$ cat config.mk
export PLATFORM = sky130hd
export DESIGN_NAME = scan_capture
export DESIGN_NICKNAME = d
export VERILOG_FILES = /design/src/rtl/scan_capture.sv
export SDC_FILE = /design/constraint.sdc
export NUM_CORES = 1
export LEC_CHECK = 0
export CAP_MARGIN = 15
export CORE_UTILIZATION = 30
export DETAILED_ROUTE_END_ITERATION = 7
export GPL_TIMING_DRIVEN = 0
export SKIP_LAST_GASP = 1
export SLEW_MARGIN = 20
export SYNTH_ARGS = -nofsm -noshare
export SYNTH_HDL_FRONTEND = slang
export SYNTH_SLANG_ARGS = --single-unit
$ cat constraint.sdc
create_clock -name clk -period 2.6 [get_ports clk]
set_clock_uncertainty 0.2 [all_clocks]
set_input_delay 0.52 -clock clk [delete_from_list [all_inputs] [get_ports clk]]
set_output_delay 0.52 -clock clk [all_outputs]
set_load 0.02 [all_outputs]
$ cat src/rtl/scan_capture.sv
// scan_capture: receiving end of the converter's multiplexed digit output.
//
// Watches the end-of-conversion flag, the four one-hot digit strobes and the
// shared digit bus, reassembles one 3 1/2 digit reading (half digit, three BCD
// digits, polarity, overrange) and publishes it with a one-cycle valid pulse.
// Frames with stray or overlapping strobes, non-BCD digits or a stalled
// strobe sequence are discarded with a one-cycle frame_err pulse.
//
// Optional feature macro: SCAN_SYNC_EN
//   defined   - eoc, ds and q each pass through a two-flop synchronizer first
//               (all latencies grow by two cycles).
//   undefined - inputs are taken as synchronous to clk.
//
// Parameters:
//   CNT_W      width of the inter-strobe timeout counter; a frame times out
//              when the counter reaches 2^CNT_W-1.
// Ports:
//   clk        clock, rising edge
//   R6         asynchronous active-low reset
//   eoc        end-of-conversion flag (active high)
//   ds[3:0]    one-hot digit strobes, ds[0]=DS1 (MSD) .. ds[3]=DS4 (LSD)
//   q[3:0]     digit bus, valid while its strobe is high
//   half       half digit of the last published reading
//   d2/d1/d0   BCD hundreds/tens/units of the last published reading
//   pos        polarity of the last published reading, 1 = positive
//   ovr        overrange flag of the last published reading
//   valid      one-cycle pulse when the reading outputs update
//   frame_err  one-cycle pulse when a frame is discarded
//   busy       high while a frame is being collected
module scan_capture #(
    parameter int unsigned CNT_W = 10
) (
    input  logic       clk,
    input  logic       R6,
    input  logic       eoc,
    input  logic [3:0] ds,
    input  logic [3:0] q,
    output logic       half,
    output logic [3:0] d2,
    output logic [3:0] d1,
    output logic [3:0] d0,
    output logic       pos,
    output logic       ovr,
    output logic       valid,
    output logic       frame_err,
    output logic       busy
);

    localparam logic [CNT_W-1:0] CNT_MAX = '1;
    localparam logic [CNT_W-1:0] CNT_ONE = {{(CNT_W-1){1'b0}}, 1'b1};

    typedef enum logic [2:0] {StIdle, StW1, StW2, StW3, StW4} state_e;

    logic       eoc_in;
    logic [3:0] ds_in;
    logic [3:0] q_in;

`ifdef SCAN_SYNC_EN
    logic       eoc_m_q, eoc_y_q;
    logic [3:0] ds_m_q, ds_y_q;
    logic [3:0] q_m_q, q_y_q;

    always_ff @(posedge clk or negedge R6) begin
        if (!R6) begin
            eoc_m_q <= 1'b0;
            eoc_y_q <= 1'b0;
            ds_m_q  <= 4'd0;
            ds_y_q  <= 4'd0;
            q_m_q   <= 4'd0;
            q_y_q   <= 4'd0;
        end else begin
            eoc_m_q <= eoc;
            eoc_y_q <= eoc_m_q;
            ds_m_q  <= ds;
            ds_y_q  <= ds_m_q;
            q_m_q   <= q;
            q_y_q   <= q_m_q;
        end
    end

    assign eoc_in = eoc_y_q;
    assign ds_in  = ds_y_q;
    assign q_in   = q_y_q;
`else
    assign eoc_in = eoc;
    assign ds_in  = ds;
    assign q_in   = q;
`endif

    // Current sample (_s) and previous sample (_p) for rising-edge detection.
    logic       eoc_s_q, eoc_p_q;
    logic [3:0] ds_s_q, ds_p_q;
    logic [3:0] q_s_q;

    always_ff @(posedge clk or negedge R6) begin
        if (!R6) begin
            eoc_s_q <= 1'b0;
            eoc_p_q <= 1'b0;
            ds_s_q  <= 4'd0;
            ds_p_q  <= 4'd0;
            q_s_q   <= 4'd0;
        end else begin
            eoc_s_q <= eoc_in;
            eoc_p_q <= eoc_s_q;
            ds_s_q  <= ds_in;
            ds_p_q  <= ds_s_q;
            q_s_q   <= q_in;
        end
    end

    state_e           state_q;
    logic [CNT_W-1:0] cnt_q;
    logic             sh_half_q, sh_pos_q, sh_ovr_q;
    logic [3:0]       sh_d2_q, sh_d1_q;

    logic       eoc_edge;
    logic [3:0] ds_edge;
    logic [3:0] exp_bit;
    logic       ds_multi;
    logic       hit;
    logic       stray;
    logic       bcd_bad;
    logic       timeout;
    logic       in_frame;
    logic       abort;

    always_comb begin
        exp_bit = 4'b0000;
        unique case (state_q)
            StW1:    exp_bit = 4'b0001;
            StW2:    exp_bit = 4'b0010;
            StW3:    exp_bit = 4'b0100;
            StW4:    exp_bit = 4'b1000;
            default: exp_bit = 4'b0000;
        endcase
    end

    assign eoc_edge = eoc_s_q & ~eoc_p_q;
    assign ds_edge  = ds_s_q & ~ds_p_q;
    // Clearing the lowest set bit leaves something only if two or more were set.
    assign ds_multi = (ds_s_q & (ds_s_q - 4'd1)) != 4'd0;
    assign hit      = |(ds_edge & exp_bit);
    assign stray    = |(ds_edge & ~exp_bit);
    assign bcd_bad  = (state_q != StW1) && (q_s_q > 4'd9);
    assign timeout  = (cnt_q == CNT_MAX);
    assign in_frame = (state_q != StIdle);
    // A good strobe edge in the same cycle as the timeout still counts.
    assign abort    = in_frame && (eoc_edge || ds_multi || stray || (hit && bcd_bad) ||
                                   (!hit && timeout));

    always_ff @(posedge clk or negedge R6) begin
        if (!R6) begin
            state_q   <= StIdle;
            cnt_q     <= '0;
            sh_half_q <= 1'b0;
            sh_pos_q  <= 1'b0;
            sh_ovr_q  <= 1'b0;
            sh_d2_q   <= 4'd0;
            sh_d1_q   <= 4'd0;
            half      <= 1'b0;
            pos       <= 1'b0;
            ovr       <= 1'b0;
            d2        <= 4'd0;
            d1        <= 4'd0;
            d0        <= 4'd0;
            valid     <= 1'b0;
            frame_err <= 1'b0;
            busy      <= 1'b0;
        end else begin
            valid     <= 1'b0;
            frame_err <= 1'b0;
            if (!in_frame) begin
                // Strobes without a preceding eoc edge are ignored here.
                if (eoc_edge) begin
                    cnt_q <= '0;
                    busy  <= 1'b1;
                    if (ds_edge == 4'b0001 && !ds_multi) begin
                        sh_half_q <= q_s_q[3];
                        sh_pos_q  <= q_s_q[2];
                        sh_ovr_q  <= q_s_q[0];
                        state_q   <= StW2;
                    end else begin
                        state_q <= StW1;
                    end
                end
            end else if (abort) begin
                frame_err <= 1'b1;
                sh_half_q <= 1'b0;
                sh_pos_q  <= 1'b0;
                sh_ovr_q  <= 1'b0;
                sh_d2_q   <= 4'd0;
                sh_d1_q   <= 4'd0;
                if (eoc_edge) begin
                    // A fresh conversion restarts collection instead of idling.
                    state_q <= StW1;
                    cnt_q   <= '0;
                end else begin
                    state_q <= StIdle;
                    busy    <= 1'b0;
                end
            end else if (hit) begin
                cnt_q <= '0;
                unique case (state_q)
                    StW1: begin
                        sh_half_q <= q_s_q[3];
                        sh_pos_q  <= q_s_q[2];
                        sh_ovr_q  <= q_s_q[0];
                        state_q   <= StW2;
                    end
                    StW2: begin
                        sh_d2_q <= q_s_q;
                        state_q <= StW3;
                    end
                    StW3: begin
                        sh_d1_q <= q_s_q;
                        state_q <= StW4;
                    end
                    default: begin
                        half    <= sh_half_q;
                        pos     <= sh_pos_q;
                        ovr     <= sh_ovr_q;
                        d2      <= sh_d2_q;
                        d1      <= sh_d1_q;
                        d0      <= q_s_q;
                        valid   <= 1'b1;
                        busy    <= 1'b0;
                        state_q <= StIdle;
                    end
                endcase
            end else begin
                cnt_q <= cnt_q + CNT_ONE;
            end
        end
    end

endmodule

==> flow_summary.ini <==
[setup_path]
startpoint = state_q[0]$_DFFE_PN0P_
critPathTopFamily = compound AO/OA/AOI/OAI gates
path_common_cell = a22o_1
setup.worst_path.class = reg2reg
cpPeakStageDelay_ns = 0.41
path_max_fanout = 7
cp-start-kind = flop
rr_startpoint = state_q[0]$_DFFE_PN0P_
cp_slowest_cell = dfrtp_1
r2r-end = sh_half_q$_DFFE_PN0P_
arrival_ns = 2.72
required_ns = 2.65
rr_worst_depth = 8
r2r_setup_slack_ns = -0.07
crit_chain = buf_6 > or3b_4 > a222oi_1 > buf_4 > nand3_4 > o41ai_2 > a22o_1 > a22o_1
end_kind = flop
crit_buf_inv = 2

[synth]
synthAdderAreaFrac_pct = 0.917
yosysUniqueCellTypes = 43
synth_top_family_by_area = simple AND/OR/NAND/NOR gates
syn_area_sq_um = 2460
synth-main-ff-cell = dfrtp_1
syn_nets = 220
synth_mux_area_share_pct = 11.2
yosysWarnings = 0
synth-edff-count = 0
synth_compound_area_share_pct = 10.6
syn_inst = 208
yosys.area_share.simple_pct = 17.0
ys_seq_area_share_pct = 57.1
syn_area_per_cell_sq_um = 11.8
async_reset_ff_share_pct = 100
synth-xor-area-share_pct = 0.357
ys_seq_elements = 56

[global_routing]
grt_pass1_wl_microns = 7840
grt_max_degree = 57
grt-ovfl-total = 0
antenna_found_initial = 0
grtUsageTotal_pct = 11.8
grt_pass1_vias = 1661

[placement]
detailed_place_hpwl_microns = 3090
gp_congestion = 0.918
portBuffers = 28

[clocking]
cts-root-buf = clkbuf_8
insertion_delay_ns = 0.31
cts_max_path_buffers = 2
cts_hold_buffers = 0
cts.clk_slew.worst_paths_ns = 0.10
cts_buffers = 5
h-tree-depth = 2
cts.sinks = 56
cts_tree = built

[power]
switchingPower_uw = 539
p_leak_uw = 0.00145
irDropWorstVdd_v = 0.000235
power_per_cell_area_nw_per_um2 = 578
combinationalPowerShare_pct = 22.1
switching_share_pct = 29.6
pwr-share-seq_pct = 51.8
clock_power_share_pct = 26.1
intPower_uw = 1280

[timing]
layout_min_cycle_time_ns = 2.67
fin_crit_sh_pct = 103
rsz0062_at_grt = true
final-hold-violation-count = 0
slew-limit-headroom_pct = 53.2
setup_ws_ns = -0.0651
setup_viol = 7
worst_pin_slew_ns = 0.697
max_freq_mhz = 375
timing.hold.ws_ns = 0.0401
drv_slew = 0

[floorplan]
rows = 32
die_w_microns = 92.5
dieHeight_microns = 92.5
core_area_sq_um = 7810
io_pins = 29
fp.dieArea_sq_um = 8550
initial_utilization_pct = 31.5

[routing]
post_drt_wl_per_cell_microns = 13.9
first_pass_iters = 5
drt-total-wl_microns = 4920
vias = 1744
vias_per_cell = 4.91
drt_iter0_markers = 90
drc_errors = 0
final_antenna_net_count = 0

[hold_path]
min_path_type = in2async

[cells_and_area]
fill_cells = 774
drive_above_1_share_pct = 22.1
utilization_pct = 40.4
nNetsFinal = 264
antenna_cells = 0
area_delta_synth_final_pct = 28.4

[run_status]
violations = setup timing
outcome = finished, violations left

[run]
maxCapViolCount = 0
==> state kept, by name (all words and copies together), names as in the netlist <==
signal,count
sh_ovr_q,1
pos,1
frame_err,1
d1,4
d2,4
eoc_s_q,1
sh_d2_q,4
ds_p_q,4
busy,1
ovr,1
d0,4
sh_d1_q,4
cnt_q,10
sh_pos_q,1
sh_half_q,1
valid,1
q_s_q,4
ds_s_q,4
eoc_p_q,1
state_q,3
half,1
==> worst max-delay path by stage <==
stage	to	slack (ns)	depth (start not counted)
global route	sh_ovr_q$_DFFE_PN0P_	-0.15	8
global placement	cnt_q[4]$_DFF_PN0_	-0.94	1
finish	sh_half_q$_DFFE_PN0P_	-0.07	8
floorplan	d0[3]$_DFFE_PN0P_	0.13	7
CTS	state_q[0]$_DFFE_PN0P_	-0.006	9
detailed placement	d0[3]$_DFFE_PN0P_	-0.1	7
==> logic make-up (layout without fill, tap and decap cells) <==
family,count (synthesis),in the layout
simple gates,76,76
buf+inv,14,58
fa+ha+maj,2,2
compound gates,37,38
mux,22,22
xor+xnor,1,1
flops,56,56
==> cell type report <==
class / instances / area [sq um] / area share (%)
Clock buffer: 6 / 72.6 / 2.30
Buffer: 8 / 67.6 / 2.14
Sequential cell: 56 / 1400 / 44.4
Clock inverter: 2 / 16.3 / 0.516
Inverter: 5 / 18.8 / 0.595
Multi-Input combinational cell: 139 / 1080 / 34.2
Tap cell: 102 / 128 / 4.05
Timing Repair Buffer: 37 / 370 / 11.7
==> through the flow <==
step	cell area [sq um]	total power (uW)	cells	TNS, ns	worst slack, ns
2_1_floorplan	2460	1170	208	0	0.125
3_3_place_gp	2860	1290	338	-53.49	-0.943
3_5_place_dp	2860	1290	338	-1.03	-0.0968
4_1_cts	3060	1800	351	-0.00596	-0.00596
5_1_grt	3150	1920	355	-1.62	-0.148
6_report	3150	1820	355	-0.194	-0.0651
==> synth_stat cells, types with 3 or more instances <==
cell type | number | area share [%]
mux2_2 | 7 | 3.2
clkbuf_1 | 4 | 0.61
buf_2 | 3 | 0.61
mux2i_1 | 6 | 2.4
o21ai_0 | 9 | 1.8
inv_1 | 5 | 0.76
nand3_1 | 12 | 2.4
nand2_1 | 20 | 3.1
nand3b_1 | 4 | 1.2
dfrtp_1 | 56 | 57
nor2b_1 | 7 | 1.8
a21oi_1 | 9 | 1.8
a22o_1 | 8 | 2.9
nor2_1 | 12 | 1.8
mux2_4 | 9 | 5.5
==> timing repair <==
item	CTS	global route
gates resized for setup	11	19
setup endpoints to repair	25	41
buffers inserted	5	3
pin swaps	5	6
cloned	1	1
==> power by group through the flow <==
stage | Combinational, uW | Clock [uW] | Sequential, uW
after floorplan | 194 | 0 | 976
after global placement | 325 | 0 | 965
after detailed placement | 323 | 0 | 964
after CTS | 362 | 493 | 944
after global routing | 439 | 528 | 950
final | 403 | 475 | 944
==> routing by layer <==
layer | vias to the layer above | share of wire [%] | wire length [microns] | global-route usage (%)
li1 | 844 | - | - | -
met2 | 45 | 47 | 2340 | 19.0
met4 | 0 | 3.2 | 155 | 5.73
met1 | 840 | 46 | 2260 | 15.0
met3 | 15 | 3.3 | 164 | 2.71
met5 | - | 0 | 0 | 0
==> layout by cell type (no fill, tap or decap), drive strengths merged, types with 2 or more instances in the layout <==
cell type      count
clkbuf            10
clkdlybuf4s50     27
and3               3
buf               14
o21ai              9
a22o               8
nor2b              7
mux2i              6
or3b               3
nand4              2
a21oi              9
nor2              13
mux2              16
nor3               2
nor4               2
a21o               2
nand3             12
nand3b             4
a41oi              2
dfrtp             56
nand2b             2
inv                5
or3                2
nand2             20
(Power assumes the default switching activity.)
